**src/rtl/monitor_pkg.sv**
```systemverilog
// Shared definitions for the UART monitor protocol initiator.
// Op codes, error codes, FSM states and the 3-byte header layout.
package monitor_pkg;

  localparam logic [1:0] OP_BAD  = 2'd0;
  localparam logic [1:0] OP_LOAD = 2'd1;
  localparam logic [1:0] OP_DUMP = 2'd2;
  localparam logic [1:0] OP_EXEC = 2'd3;

  localparam logic [1:0] ERR_BADOP    = 2'd0;
  localparam logic [1:0] ERR_MISMATCH = 2'd1;
  localparam logic [1:0] ERR_TIMEOUT  = 2'd2;
  localparam logic [1:0] ERR_RXERR    = 2'd3;

  typedef enum logic [2:0] {
    S_IDLE,
    S_HDR_TX,
    S_HDR_ECHO,
    S_PL_TX,
    S_PL_ECHO,
    S_RX_DATA,
    S_FINISH
  } state_t;

  typedef struct packed {
    logic [1:0] op;
    logic [5:0] count;
  } hdr_t;

  function automatic logic [7:0] hdr_byte(
    input logic [1:0]  idx,
    input logic [15:0] addr,
    input logic [1:0]  op,
    input logic [5:0]  count
  );
    hdr_t       h;
    logic [7:0] b;
    h.op    = op;
    h.count = count;
    unique case (1'b1)
      (idx == 2'd0): b = addr[15:8];
      (idx == 2'd1): b = addr[7:0];
      default:       b = h;
    endcase
    return b;
  endfunction

endpackage

```
**src/rtl/monitor_timeout.sv**
```systemverilog
// Loadable down-counter flagging expiry while a responder byte is awaited.
// Only instantiated when MONITOR_TIMEOUT_EN is defined.
module monitor_timeout
  import monitor_pkg::*;
(
  input  logic        clk,
  input  logic        rst_n,
  input  logic [15:0] load_val,
  input  logic        load,
  input  logic        dec,
  output logic        expired
);

  logic [15:0] cnt_q;
  logic [15:0] cnt_d;

  always_comb begin
    cnt_d = cnt_q;
    if (load) begin
      cnt_d = load_val;
    end else if (dec && cnt_q != 16'd0) begin
      cnt_d = cnt_q - 16'd1;
    end
  end

  always_ff @(posedge clk) begin
    if (!rst_n) begin
      cnt_q <= 16'd0;
    end else begin
      cnt_q <= cnt_d;
    end
  end

  assign expired = dec & (cnt_q == 16'd0);

endmodule

```
**src/rtl/monitor_initiator.sv**
```systemverilog
// Host-side initiator for the 3-byte UART monitor protocol.
// Define MONITOR_TIMEOUT_EN to abort after TIMEOUT_CYCLES silent cycles.
module monitor_initiator
  import monitor_pkg::*;
#(
  parameter logic [15:0] TIMEOUT_CYCLES = 16'd50000
) (
  input  logic        clk,
  input  logic        rst_n,
  input  logic        cmd_valid,
  output logic        cmd_ready,
  input  logic [1:0]  cmd_op,
  input  logic [15:0] cmd_addr,
  input  logic [5:0]  cmd_count,
  input  logic        wr_valid,
  output logic        wr_ready,
  input  logic [7:0]  wr_data,
  output logic        rd_valid,
  output logic [7:0]  rd_data,
  output logic        uart_transmit,
  output logic [7:0]  uart_tx_byte,
  input  logic        uart_is_transmitting,
  input  logic        uart_received,
  input  logic [7:0]  uart_rx_byte,
  input  logic        uart_recv_error,
  output logic        busy,
  output logic        done,
  output logic        error,
  output logic [1:0]  err_code
);

  state_t      state_q, state_d;
  logic [15:0] addr_q, addr_d;
  logic [1:0]  op_q, op_d;
  logic [5:0]  count_q, count_d;
  logic [1:0]  hdr_idx_q, hdr_idx_d;
  logic [5:0]  rem_q, rem_d;
  logic [7:0]  sent_q, sent_d;
  logic        error_q, error_d;
  logic [1:0]  err_code_q, err_code_d;
  logic        rd_valid_q, rd_valid_d;
  logic [7:0]  rd_data_q, rd_data_d;
  logic        done_q, done_d;
  logic        waiting;
  logic        to_expired;
  logic [7:0]  hdr_cur;

  assign waiting = (state_q == S_HDR_ECHO) |
                   (state_q == S_PL_ECHO)  |
                   (state_q == S_RX_DATA);

  assign hdr_cur = hdr_byte(hdr_idx_q, addr_q, op_q, count_q);

`ifdef MONITOR_TIMEOUT_EN
  logic to_load;

  // Restart on every state change and every responder byte.
  assign to_load = (state_d != state_q) | uart_received;

  monitor_timeout u_timeout (
    .clk      (clk),
    .rst_n    (rst_n),
    .load_val (TIMEOUT_CYCLES - 16'd1),
    .load     (to_load),
    .dec      (waiting),
    .expired  (to_expired)
  );
`else
  logic unused_cfg;
  assign unused_cfg = ^TIMEOUT_CYCLES;
  assign to_expired = 1'b0;
`endif

  always_comb begin
    state_d       = state_q;
    addr_d        = addr_q;
    op_d          = op_q;
    count_d       = count_q;
    hdr_idx_d     = hdr_idx_q;
    rem_d         = rem_q;
    sent_d        = sent_q;
    error_d       = error_q;
    err_code_d    = err_code_q;
    rd_valid_d    = 1'b0;
    rd_data_d     = rd_data_q;
    cmd_ready     = 1'b0;
    wr_ready      = 1'b0;
    uart_transmit = 1'b0;
    uart_tx_byte  = 8'd0;

    if (waiting && uart_recv_error) begin
      state_d    = S_FINISH;
      error_d    = 1'b1;
      err_code_d = ERR_RXERR;
    end else if (waiting && to_expired && !uart_received) begin
      state_d    = S_FINISH;
      error_d    = 1'b1;
      err_code_d = ERR_TIMEOUT;
    end else begin
      unique case (state_q)
        S_IDLE: begin
          cmd_ready = 1'b1;
          if (cmd_valid) begin
            addr_d     = cmd_addr;
            op_d       = cmd_op;
            count_d    = cmd_count;
            hdr_idx_d  = 2'd0;
            error_d    = 1'b0;
            err_code_d = 2'd0;
            if (cmd_op == OP_BAD) begin
              state_d    = S_FINISH;
              error_d    = 1'b1;
              err_code_d = ERR_BADOP;
            end else begin
              state_d = S_HDR_TX;
            end
          end
        end
        S_HDR_TX: begin
          if (!uart_is_transmitting) begin
            uart_transmit = 1'b1;
            uart_tx_byte  = hdr_cur;
            sent_d        = hdr_cur;
            state_d       = S_HDR_ECHO;
          end
        end
        S_HDR_ECHO: begin
          if (uart_received) begin
            if (uart_rx_byte != sent_q) begin
              state_d    = S_FINISH;
              error_d    = 1'b1;
              err_code_d = ERR_MISMATCH;
            end else if (hdr_idx_q != 2'd2) begin
              hdr_idx_d = hdr_idx_q + 2'd1;
              state_d   = S_HDR_TX;
            end else if (op_q == OP_EXEC) begin
              rem_d   = 6'd1;
              state_d = S_RX_DATA;
            end else begin
              rem_d = count_q;
              if (count_q == 6'd0) begin
                state_d = S_FINISH;
              end else if (op_q == OP_LOAD) begin
                state_d = S_PL_TX;
              end else begin
                state_d = S_RX_DATA;
              end
            end
          end
        end
        S_PL_TX: begin
          wr_ready = !uart_is_transmitting;
          if (wr_valid && !uart_is_transmitting) begin
            uart_transmit = 1'b1;
            uart_tx_byte  = wr_data;
            sent_d        = wr_data;
            state_d       = S_PL_ECHO;
          end
        end
        S_PL_ECHO: begin
          if (uart_received) begin
            if (uart_rx_byte != sent_q) begin
              state_d    = S_FINISH;
              error_d    = 1'b1;
              err_code_d = ERR_MISMATCH;
            end else begin
              rem_d   = rem_q - 6'd1;
              state_d = (rem_q == 6'd1) ? S_FINISH : S_PL_TX;
            end
          end
        end
        S_RX_DATA: begin
          if (uart_received) begin
            rd_valid_d = 1'b1;
            rd_data_d  = uart_rx_byte;
            rem_d      = rem_q - 6'd1;
            if (rem_q == 6'd1) begin
              state_d = S_FINISH;
            end
          end
        end
        S_FINISH: state_d = S_IDLE;
        default:  state_d = S_IDLE;
      endcase
    end

    done_d = (state_d == S_FINISH);
  end

  always_ff @(posedge clk) begin
    if (!rst_n) begin
      state_q    <= S_IDLE;
      addr_q     <= 16'd0;
      op_q       <= 2'd0;
      count_q    <= 6'd0;
      hdr_idx_q  <= 2'd0;
      rem_q      <= 6'd0;
      sent_q     <= 8'd0;
      error_q    <= 1'b0;
      err_code_q <= 2'd0;
      rd_valid_q <= 1'b0;
      rd_data_q  <= 8'd0;
      done_q     <= 1'b0;
    end else begin
      state_q    <= state_d;
      addr_q     <= addr_d;
      op_q       <= op_d;
      count_q    <= count_d;
      hdr_idx_q  <= hdr_idx_d;
      rem_q      <= rem_d;
      sent_q     <= sent_d;
      error_q    <= error_d;
      err_code_q <= err_code_d;
      rd_valid_q <= rd_valid_d;
      rd_data_q  <= rd_data_d;
      done_q     <= done_d;
    end
  end

  assign busy     = (state_q != S_IDLE);
  assign done     = done_q;
  assign error    = error_q;
  assign err_code = err_code_q;
  assign rd_valid = rd_valid_q;
  assign rd_data  = rd_data_q;

endmodule
```
**config.mk**
```make
export PLATFORM = sky130hd
export DESIGN_NAME = monitor_initiator
export DESIGN_NICKNAME = d
export VERILOG_FILES = /design/src/rtl/monitor_pkg.sv /design/src/rtl/monitor_timeout.sv /design/src/rtl/monitor_initiator.sv
export SDC_FILE = /design/constraint.sdc
export NUM_CORES = 1
export LEC_CHECK = 0
export BUFFER_PORTS_ARGS = -buffer_cell sky130_fd_sc_hd__clkbuf_2
export CORE_ASPECT_RATIO = 0.6
export CORE_UTILIZATION = 55
export CTS_BUF_LIST = sky130_fd_sc_hd__clkbuf_8
export CTS_CLUSTER_SIZE = 28
export DETAILED_ROUTE_END_ITERATION = 10
export GPL_TIMING_DRIVEN = 0
export PLACE_DENSITY = 0.86
export SLEW_MARGIN = 25
export SYNTH_ARGS = -nofsm -noshare
export SYNTH_HDL_FRONTEND = slang
export SYNTH_SLANG_ARGS = --single-unit
```
**constraint.sdc**
```tcl
create_clock -name clk -period 2.26 [get_ports clk]
set_input_delay 0.226 -clock clk [delete_from_list [all_inputs] [get_ports clk]]
set_output_delay 0.226 -clock clk [all_outputs]
set_load 0.05 [all_outputs]
```
==> metrics.txt, run 1 <==
# TYPE chip_impl_metric gauge
chip_impl_metric{name="die_w",unit="µm"} 94.0
chip_impl_metric{name="report.final.hold_viol_count",unit=""} 0
chip_impl_metric{name="post_synth_edffs",unit=""} 0
chip_impl_metric{name="post_synth_design_cell_area",unit="mm²"} 0.00279
chip_impl_info{name="run_status",value="finished clean"} 1
chip_impl_metric{name="timing.reg2reg.worst_path_depth",unit=""} 6
chip_impl_metric{name="postSynthNetCount",unit=""} 407
chip_impl_metric{name="timing.critical_path.fanout_max",unit=""} 9
chip_impl_metric{name="preCtsSetupSlack",unit="ns"} 0.0440
chip_impl_info{name="cts_tree",value="done"} 1
chip_impl_metric{name="final_core_utilization",unit="%"} 70.9
chip_impl_info{name="synth_top_cells_by_area",value="sky130_fd_sc_hd__dfxtp_1 (40%), sky130_fd_sc_hd__a21oi_1 (9.7%), sky130_fd_sc_hd__nand2_1 (9.4%), sky130_fd_sc_hd__nor2_1 (4.3%), sky130_fd_sc_hd__o21ai_0 (3.4%)"} 1
chip_impl_metric{name="design.final.nets",unit=""} 485
chip_impl_metric{name="ys_seq_area_share",unit="%"} 40.2
chip_impl_metric{name="power-per-cell-area",unit="mW/mm²"} 937
chip_impl_metric{name="drv_slew",unit=""} 0
chip_impl_info{name="synth_area_leader_cell",value="sky130_fd_sc_hd__dfxtp_1"} 1
chip_impl_metric{name="grt_pass1_vias",unit=""} 2648
chip_impl_metric{name="final.setup_skew",unit="ns"} 0.00472
chip_impl_metric{name="dpl.cell_count",unit=""} 488
chip_impl_info{name="yosysMostFrequentCell",value="sky130_fd_sc_hd__nand2_1"} 1
chip_impl_info{name="worstHoldStart",value="cmd_addr[4]"} 1
chip_impl_metric{name="drive_gt1_share",unit="%"} 24.9
chip_impl_metric{name="synth-warning-count",unit=""} 0
chip_impl_info{name="cts_root_buf",value="sky130_fd_sc_hd__clkbuf_8"} 1
chip_impl_info{name="r2r-start",value="state_q[1]"} 1
chip_impl_metric{name="fin_crit_sh",unit="%"} 97.0
chip_impl_info{name="crit_slowest_cell",value="sky130_fd_sc_hd__dfxtp_1"} 1
chip_impl_metric{name="design.portCount",unit=""} 72
chip_impl_metric{name="setup_slack",unit="ns"} 0.0677
chip_impl_metric{name="cp.depth",unit=""} 6
chip_impl_info{name="type_of_the_worst_setup_path",value="reg2out"} 1
chip_impl_metric{name="placementRows",unit=""} 19
chip_impl_info{name="critical_path.cell_chain",value="inv_1 -> ha_2 -> nor2_4 -> a21oi_1 -> o21ai_1 -> buf_4"} 1
chip_impl_metric{name="instances_no_fill",unit=""} 497
chip_impl_info{name="hold_path.class",value="in2reg"} 1
chip_impl_metric{name="remaining_drc_errors",unit=""} 0
chip_impl_metric{name="dp.final_hpwl",unit="µm"} 5810
chip_impl_info{name="synth_commonest_cells",value="sky130_fd_sc_hd__nand2_1 (70), sky130_fd_sc_hd__dfxtp_1 (56), sky130_fd_sc_hd__a21oi_1 (54)"} 1
chip_impl_metric{name="timing.critical_path.required",unit="ns"} 2.03
chip_impl_metric{name="clock_sink_count",unit=""} 56
chip_impl_metric{name="wl_per_cell",unit="µm"} 15.7
chip_impl_metric{name="finalWorstPathRequiredPeriod",unit="ns"} 2.19
chip_impl_metric{name="synthesis.instances",unit=""} 355
chip_impl_metric{name="initial_utilization",unit="%"} 59.0
chip_impl_metric{name="clock_pin_slew_on_the_worst_setup_and_hold_paths",unit="ns"} 0.10
chip_impl_metric{name="timing.final.setup_violations",unit=""} 0
chip_impl_metric{name="grt_max_degree",unit=""} 18
chip_impl_metric{name="syn_avg_cell_area",unit="µm²"} 7.86
chip_impl_metric{name="ctsHtreeMaxLevel",unit=""} 2
chip_impl_metric{name="share_of_flip_flops_with_an_asynchronous_set_or_reset",unit="%"} 0
chip_impl_metric{name="synth.lib_cells_used.distinct",unit=""} 52
chip_impl_metric{name="wire_length_of_the_first_global_routing_pass",unit="µm"} 12400
chip_impl_metric{name="route.detailed.vias_per_inst",unit=""} 5.82
chip_impl_info{name="endpoint_kind",value="output port"} 1
chip_impl_info{name="ys_dominant_reg_cell",value="sky130_fd_sc_hd__dfxtp_1"} 1
chip_impl_metric{name="clk-insertion-delay-late",unit="ns"} 0.31
chip_impl_metric{name="max-cap-violations",unit=""} 0
chip_impl_metric{name="fin_setup_tns",unit="ns"} 0
chip_impl_metric{name="detail_route.iter0.violations",unit=""} 155
chip_impl_metric{name="clock.fmax",unit="MHz"} 456
chip_impl_metric{name="post_route_hold_slack",unit="ns"} 0.119
chip_impl_metric{name="finalWeightedCongestion",unit=""} 0.929
chip_impl_metric{name="ant_nets",unit=""} 0
chip_impl_metric{name="area_growth",unit="%"} 20.2
chip_impl_metric{name="num_vias",unit=""} 2891
chip_impl_metric{name="tritoncts.num_buffers",unit=""} 5
chip_impl_metric{name="vdd_ir_drop_max",unit="mV"} 0.524
chip_impl_metric{name="timing.critical_path.arrival",unit="ns"} 1.97
chip_impl_metric{name="io_buffer_count",unit=""} 70
chip_impl_metric{name="grt_usage",unit="%"} 29.9
chip_impl_metric{name="cp_slowest_stage_delay",unit="ns"} 0.40
chip_impl_metric{name="tightestPinTransition",unit="ns"} 0.744
chip_impl_metric{name="die_area",unit="mm²"} 0.00537
chip_impl_metric{name="timing.critical_path.buf_inv",unit=""} 2
chip_impl_metric{name="drtPass1Iterations",unit=""} 6
chip_impl_metric{name="clock_path_buffers",unit=""} 2
chip_impl_metric{name="antenna_cells_inserted",unit=""} 0
chip_impl_metric{name="min_delay_path_depth",unit=""} 3
chip_impl_metric{name="globalRouteOverflowTotal",unit=""} 0
chip_impl_metric{name="antenna_violations_before_repair",unit=""} 0
chip_impl_metric{name="timing.slew.headroom",unit="%"} 49.1
chip_impl_metric{name="fp.dieH",unit="µm"} 57.2
chip_impl_info{name="startpoint_class",value="register"} 1
chip_impl_metric{name="core_area",unit="mm²"} 0.00473
chip_impl_info{name="crit_start",value="hdr_idx_q[0]"} 1
chip_impl_metric{name="synth-seq-cells",unit=""} 56
chip_impl_metric{name="synth_largest_type_area_fraction",unit="%"} 40.2
chip_impl_metric{name="power_leakage",unit="nW"} 1.44
chip_impl_metric{name="finalWirelength",unit="µm"} 7800
chip_impl_info{name="grt_setup_unrepaired",value="false"} 1
chip_impl_info{name="cpLargestDelayFamily",value="flip-flops"} 1
==> what timing repair did <==
item | 4_1_cts | 5_1_grt
endpoints found under the setup margin | 9 | 8
pin swaps | 1 | 1
buffers inserted | 3 | 0
hold buffers | 0 | 0
resized for setup | 6 | 5
hold endpoints to repair | 0 | 0
==> cell families (layout without fill, tap and decap cells) <==
kind of cell               Yosys count  in the layout  synth area share [%]
DFF                                 56             56                  40.2
and+or+nand+nor                    136            136                  23.4
AOI/OAI and AO/OA                  109            109                  23.8
adders and majority gates            5              5                  2.24
buffers and inverters               33            112                  5.02
muxes                                8              8                  2.87
xor gates and xnor gates             8              8                  2.51
==> metal layers <==
metal,track usage [%],vias up,wire length (µm)
met1,41.9,1294,3550
met5,0,-,0
met3,9.07,26,863
met2,44.8,175,3220
li1,-,1396,-
met4,8.57,0,163
==> sequential cells by signal, indices dropped and copies added (netlist names) <==
signal     count
op_q           2
addr_q        16
state_q        3
rd_data        8
done           1
sent_q         8
err_code       2
rd_valid       1
rem_q          6
hdr_idx_q      2
error          1
count_q        6
==> per-stage QoR <==
stage                     cell area (µm²)  total power (W)
after floorplan                      2790          0.00220
after global placement               3220          0.00250
after detailed placement             3220          0.00253
after CTS                            3350          0.00311
after global routing                 3350          0.00332
final                                3350          0.00314
==> final timing paths <==
check	slack [ns]	endpoint
worst min register to register	0.46	addr_q[5]
worst max register to register	0.22	done
worst max-delay path	0.07	uart_tx_byte[5]
worst min-delay path	0.12	addr_q[4]
==> report_power, final <==
part           total [W]  internal [W]  switching (W)
clock network   0.000586      0.000252       0.000335
registers        0.00128       0.00114       0.000133
logic            0.00128      0.000429       0.000851
total            0.00314       0.00182        0.00132
==> area by class of cell <==
cell class	count	area, µm²
plain buffers	20	92.6
repair buffers	73	380
well taps	63	78.8
fillers	391	1380
clock buffers	6	82.6
clock inverters	2	13.8
flip-flops and latches	56	1120
inverters	11	41.3
multi-input cells	266	1540
==> worst register-to-register path, delay by kind of cell, from the launching register on <==
kind | cells | cell delay, ns
buffers and inverters | 1 | 0.17
AND/OR/NAND/NOR | 2 | 0.27
AO/OA/AOI/OAI | 3 | 1.18
flip-flops | 1 | 0.33
==> placed cells by master (no fill, tap or decap), types with 6 or more instances in the layout <==
cell and count:
sky130_fd_sc_hd__nand2_1 70, sky130_fd_sc_hd__clkbuf_2 67, sky130_fd_sc_hd__dfxtp_1 55, sky130_fd_sc_hd__a21oi_1 54
sky130_fd_sc_hd__nor2_1 31, sky130_fd_sc_hd__o21ai_0 11, sky130_fd_sc_hd__inv_1 10, sky130_fd_sc_hd__clkbuf_1 10
sky130_fd_sc_hd__o21ai_1 9, sky130_fd_sc_hd__buf_2 8, sky130_fd_sc_hd__a22o_1 8, sky130_fd_sc_hd__xnor2_1 8
sky130_fd_sc_hd__mux2i_1 8, sky130_fd_sc_hd__buf_4 6, sky130_fd_sc_hd__clkbuf_8 6
Power figures use the tool's default switching activity.
==> run 2, diff against run 1 <==
==> constraint.sdc (replaced) <==
create_clock -name clk -period 2.26 [get_ports clk]
set_input_delay 0.113 -clock clk [delete_from_list [all_inputs] [get_ports clk]]
set_output_delay 0.113 -clock clk [all_outputs]
set_load 0.05 [all_outputs]
==> run 2 against run 1 <==
  * Utilization shrank 0.29 points
  * Clock skew is essentially flat
  * Combinational power is essentially flat
  * Die area is the same
  * Critical path depth shrank 1
  * Routed wire length shrank 0.18%
  * Final cell count shrank 0.20%
  * Clock power is essentially flat
  * Global-route usage shrank 0.23 points
==> metrics.txt, run 2 (synthesized netlist as in run 1, its figures left out) <==
# TYPE chip_impl_metric gauge
chip_impl_info{name="run_status",value="finished clean"} 1
chip_impl_metric{name="core_area",unit="mm²"} 0.00473
chip_impl_metric{name="clock_sink_count",unit=""} 56
chip_impl_metric{name="die_w",unit="µm"} 94.0
chip_impl_metric{name="p_clk_share",unit="%"} 18.6
chip_impl_metric{name="power_leakage",unit="nW"} 1.43
chip_impl_metric{name="timing.final.setup_violations",unit=""} 0
chip_impl_metric{name="sequential_power_share",unit="%"} 40.7
chip_impl_metric{name="ctsHtreeMaxLevel",unit=""} 2
chip_impl_metric{name="tightestPinTransition",unit="ns"} 0.813
chip_impl_metric{name="final.setup_skew",unit="ns"} 0.00496
chip_impl_metric{name="finalWirelength",unit="µm"} 7780
chip_impl_metric{name="timing.critical_path.required",unit="ns"} 2.15
chip_impl_metric{name="power-per-cell-area",unit="mW/mm²"} 939
chip_impl_metric{name="timing.critical_path.arrival",unit="ns"} 2.12
chip_impl_metric{name="drive_gt1_share",unit="%"} 24.2
chip_impl_metric{name="clock_path_buffers",unit=""} 2
chip_impl_info{name="type_of_the_worst_setup_path",value="reg2out"} 1
chip_impl_metric{name="final_core_utilization",unit="%"} 70.6
chip_impl_metric{name="clock_pin_slew_on_the_worst_setup_and_hold_paths",unit="ns"} 0.10
chip_impl_metric{name="die_area",unit="mm²"} 0.00537
chip_impl_metric{name="hold_buffers",unit=""} 0
chip_impl_metric{name="dpl.cell_count",unit=""} 488
chip_impl_metric{name="num_vias",unit=""} 2892
chip_impl_metric{name="timing.reg2reg.worst_path_depth",unit=""} 6
chip_impl_metric{name="grt_usage",unit="%"} 29.7
chip_impl_metric{name="largest_reg_flops",unit=""} 16
chip_impl_metric{name="drv_slew",unit=""} 0
chip_impl_metric{name="tritoncts.num_buffers",unit=""} 5
chip_impl_metric{name="io_buffer_count",unit=""} 70
chip_impl_metric{name="area_growth",unit="%"} 19.7
chip_impl_metric{name="detail_route.iter0.violations",unit=""} 187
chip_impl_metric{name="clock.fmax",unit="MHz"} 448
chip_impl_metric{name="p_int",unit="W"} 0.00182
chip_impl_metric{name="post_route_hold_slack",unit="ns"} 0.00921
chip_impl_metric{name="globalRouteOverflowTotal",unit=""} 0
chip_impl_metric{name="ant_nets",unit=""} 0
chip_impl_metric{name="design.portCount",unit=""} 72
chip_impl_info{name="largest-register",value="addr_q"} 1
chip_impl_info{name="cts_root_buf",value="sky130_fd_sc_hd__clkbuf_8"} 1
chip_impl_metric{name="finalWeightedCongestion",unit=""} 0.929
chip_impl_metric{name="fp.dieH",unit="µm"} 57.2
chip_impl_metric{name="p_comb_share",unit="%"} 40.7
chip_impl_metric{name="clk-insertion-delay-late",unit="ns"} 0.31
chip_impl_info{name="startpoint_class",value="register"} 1
chip_impl_metric{name="grt_pass1_vias",unit=""} 2631
chip_impl_metric{name="fin_crit_sh",unit="%"} 98.8
chip_impl_metric{name="fill_cells",unit=""} 392
chip_impl_info{name="endpoint_kind",value="output port"} 1
chip_impl_metric{name="totalPowerFinal",unit="W"} 0.00314
chip_impl_metric{name="netSwitchingPower",unit="W"} 0.00132
chip_impl_info{name="cts_tree",value="done"} 1
chip_impl_metric{name="placementRows",unit=""} 19
chip_impl_metric{name="timing.critical_path.fanout_max",unit=""} 10
chip_impl_metric{name="dp.final_hpwl",unit="µm"} 5810
chip_impl_metric{name="wire_length_of_the_first_global_routing_pass",unit="µm"} 12300
chip_impl_metric{name="vdd_ir_drop_max",unit="mV"} 0.525
chip_impl_metric{name="antenna_violations_before_repair",unit=""} 0
chip_impl_metric{name="drtPass1Iterations",unit=""} 6
chip_impl_metric{name="remaining_drc_errors",unit=""} 0
chip_impl_metric{name="timing.slew.headroom",unit="%"} 44.4
chip_impl_metric{name="grt_max_degree",unit=""} 18
chip_impl_metric{name="antenna_cells_inserted",unit=""} 0
chip_impl_metric{name="sw_frac_of_total",unit="%"} 42.0
chip_impl_info{name="most-common-layout-cells",value="sky130_fd_sc_hd__nand2_1 (70), sky130_fd_sc_hd__clkbuf_2 (68), sky130_fd_sc_hd__dfxtp_1 (56), sky130_fd_sc_hd__a21oi_1 (54), sky130_fd_sc_hd__nor2_1 (31)"} 1
chip_impl_info{name="hold_path.class",value="in2reg"} 1
chip_impl_metric{name="min_delay_path_depth",unit=""} 3
chip_impl_metric{name="finalWorstPathRequiredPeriod",unit="ns"} 2.23
chip_impl_info{name="mostFrequentLayoutCell",value="sky130_fd_sc_hd__nand2_1"} 1
chip_impl_metric{name="report.final.hold_viol_count",unit=""} 0
chip_impl_metric{name="max-cap-violations",unit=""} 0
chip_impl_metric{name="route.detailed.vias_per_inst",unit=""} 5.83
chip_impl_metric{name="wl_per_cell",unit="µm"} 15.7
chip_impl_metric{name="initial_utilization",unit="%"} 59.0
chip_impl_metric{name="instances_no_fill",unit=""} 496
chip_impl_metric{name="design.final.nets",unit=""} 484
[run 2: repair_timing]
| action | in CTS | in global routing |
|---|---|---|
| resized for setup | 2 | 8 |
| setup endpoints to repair | 8 | 9 |
| pin swaps | 0 | 2 |
| setup buffers | 0 | 2 |
[run 2: cell type report]
type	instances	area (µm²)	area share, %
inverter	11	41.3	1.24
clock buffer	6	82.6	2.47
buffer	20	92.6	2.77
tap	63	78.8	2.36
clock inverter	2	13.8	0.412
sequential	56	1120	33.6
timing repair buffer	72	370	11.1
multi-input combinational	266	1540	46.1
[run 2: worst paths after layout]
| path | endpoint | slack [ns] | startpoint |
|---|---|---|---|
| max | uart_tx_byte[1] | 0.03 | state_q[0] |
| min | addr_q[4] | 0.009 | cmd_addr[4] |
| max reg2reg | done | 0.19 | state_q[1] |
| min reg2reg | addr_q[5] | 0.46 | addr_q[5] |
[run 2: power by group through the flow]
stage          sequential [W]  combinational [W]  clock, W
2_1_floorplan         0.00135           0.000849         0
3_3_place_gp          0.00128            0.00122         0
3_5_place_dp          0.00129            0.00124         0
4_1_cts               0.00127            0.00125  0.000586
5_1_grt               0.00129            0.00139  0.000636
6_report              0.00128            0.00128  0.000584
[run 2: per-stage QoR]
stage          setup slack [ns]  cell area, µm²  TNS (ns)
2_1_floorplan             0.108            2790         0
3_3_place_gp              0.187            3220         0
3_5_place_dp              0.157            3220         0
4_1_cts                  0.0262            3320         0
5_1_grt                 -0.0293            3340   -0.0293
6_report                 0.0270            3340         0
[run 2: routing by layer]
layer / track usage, % / vias to the layer above / share of wire, %
met2: 44.1 / 178 / 42
met5: 0 / - / 0
met1: 41.8 / 1305 / 46
met3: 9.60 / 15 / 12
met4: 7.69 / 0 / 0.90
li1: - / 1394 / -
[run 2: worst max-delay path, cell delays in order, from the launching register on]
cell and delay [ns]:
sky130_fd_sc_hd__dfxtp_1 0.47, sky130_fd_sc_hd__buf_2 0.26, sky130_fd_sc_hd__nand3b_1 0.25, sky130_fd_sc_hd__buf_4 0.23, sky130_fd_sc_hd__o21ai_1 0.25, sky130_fd_sc_hd__clkbuf_2 0.33
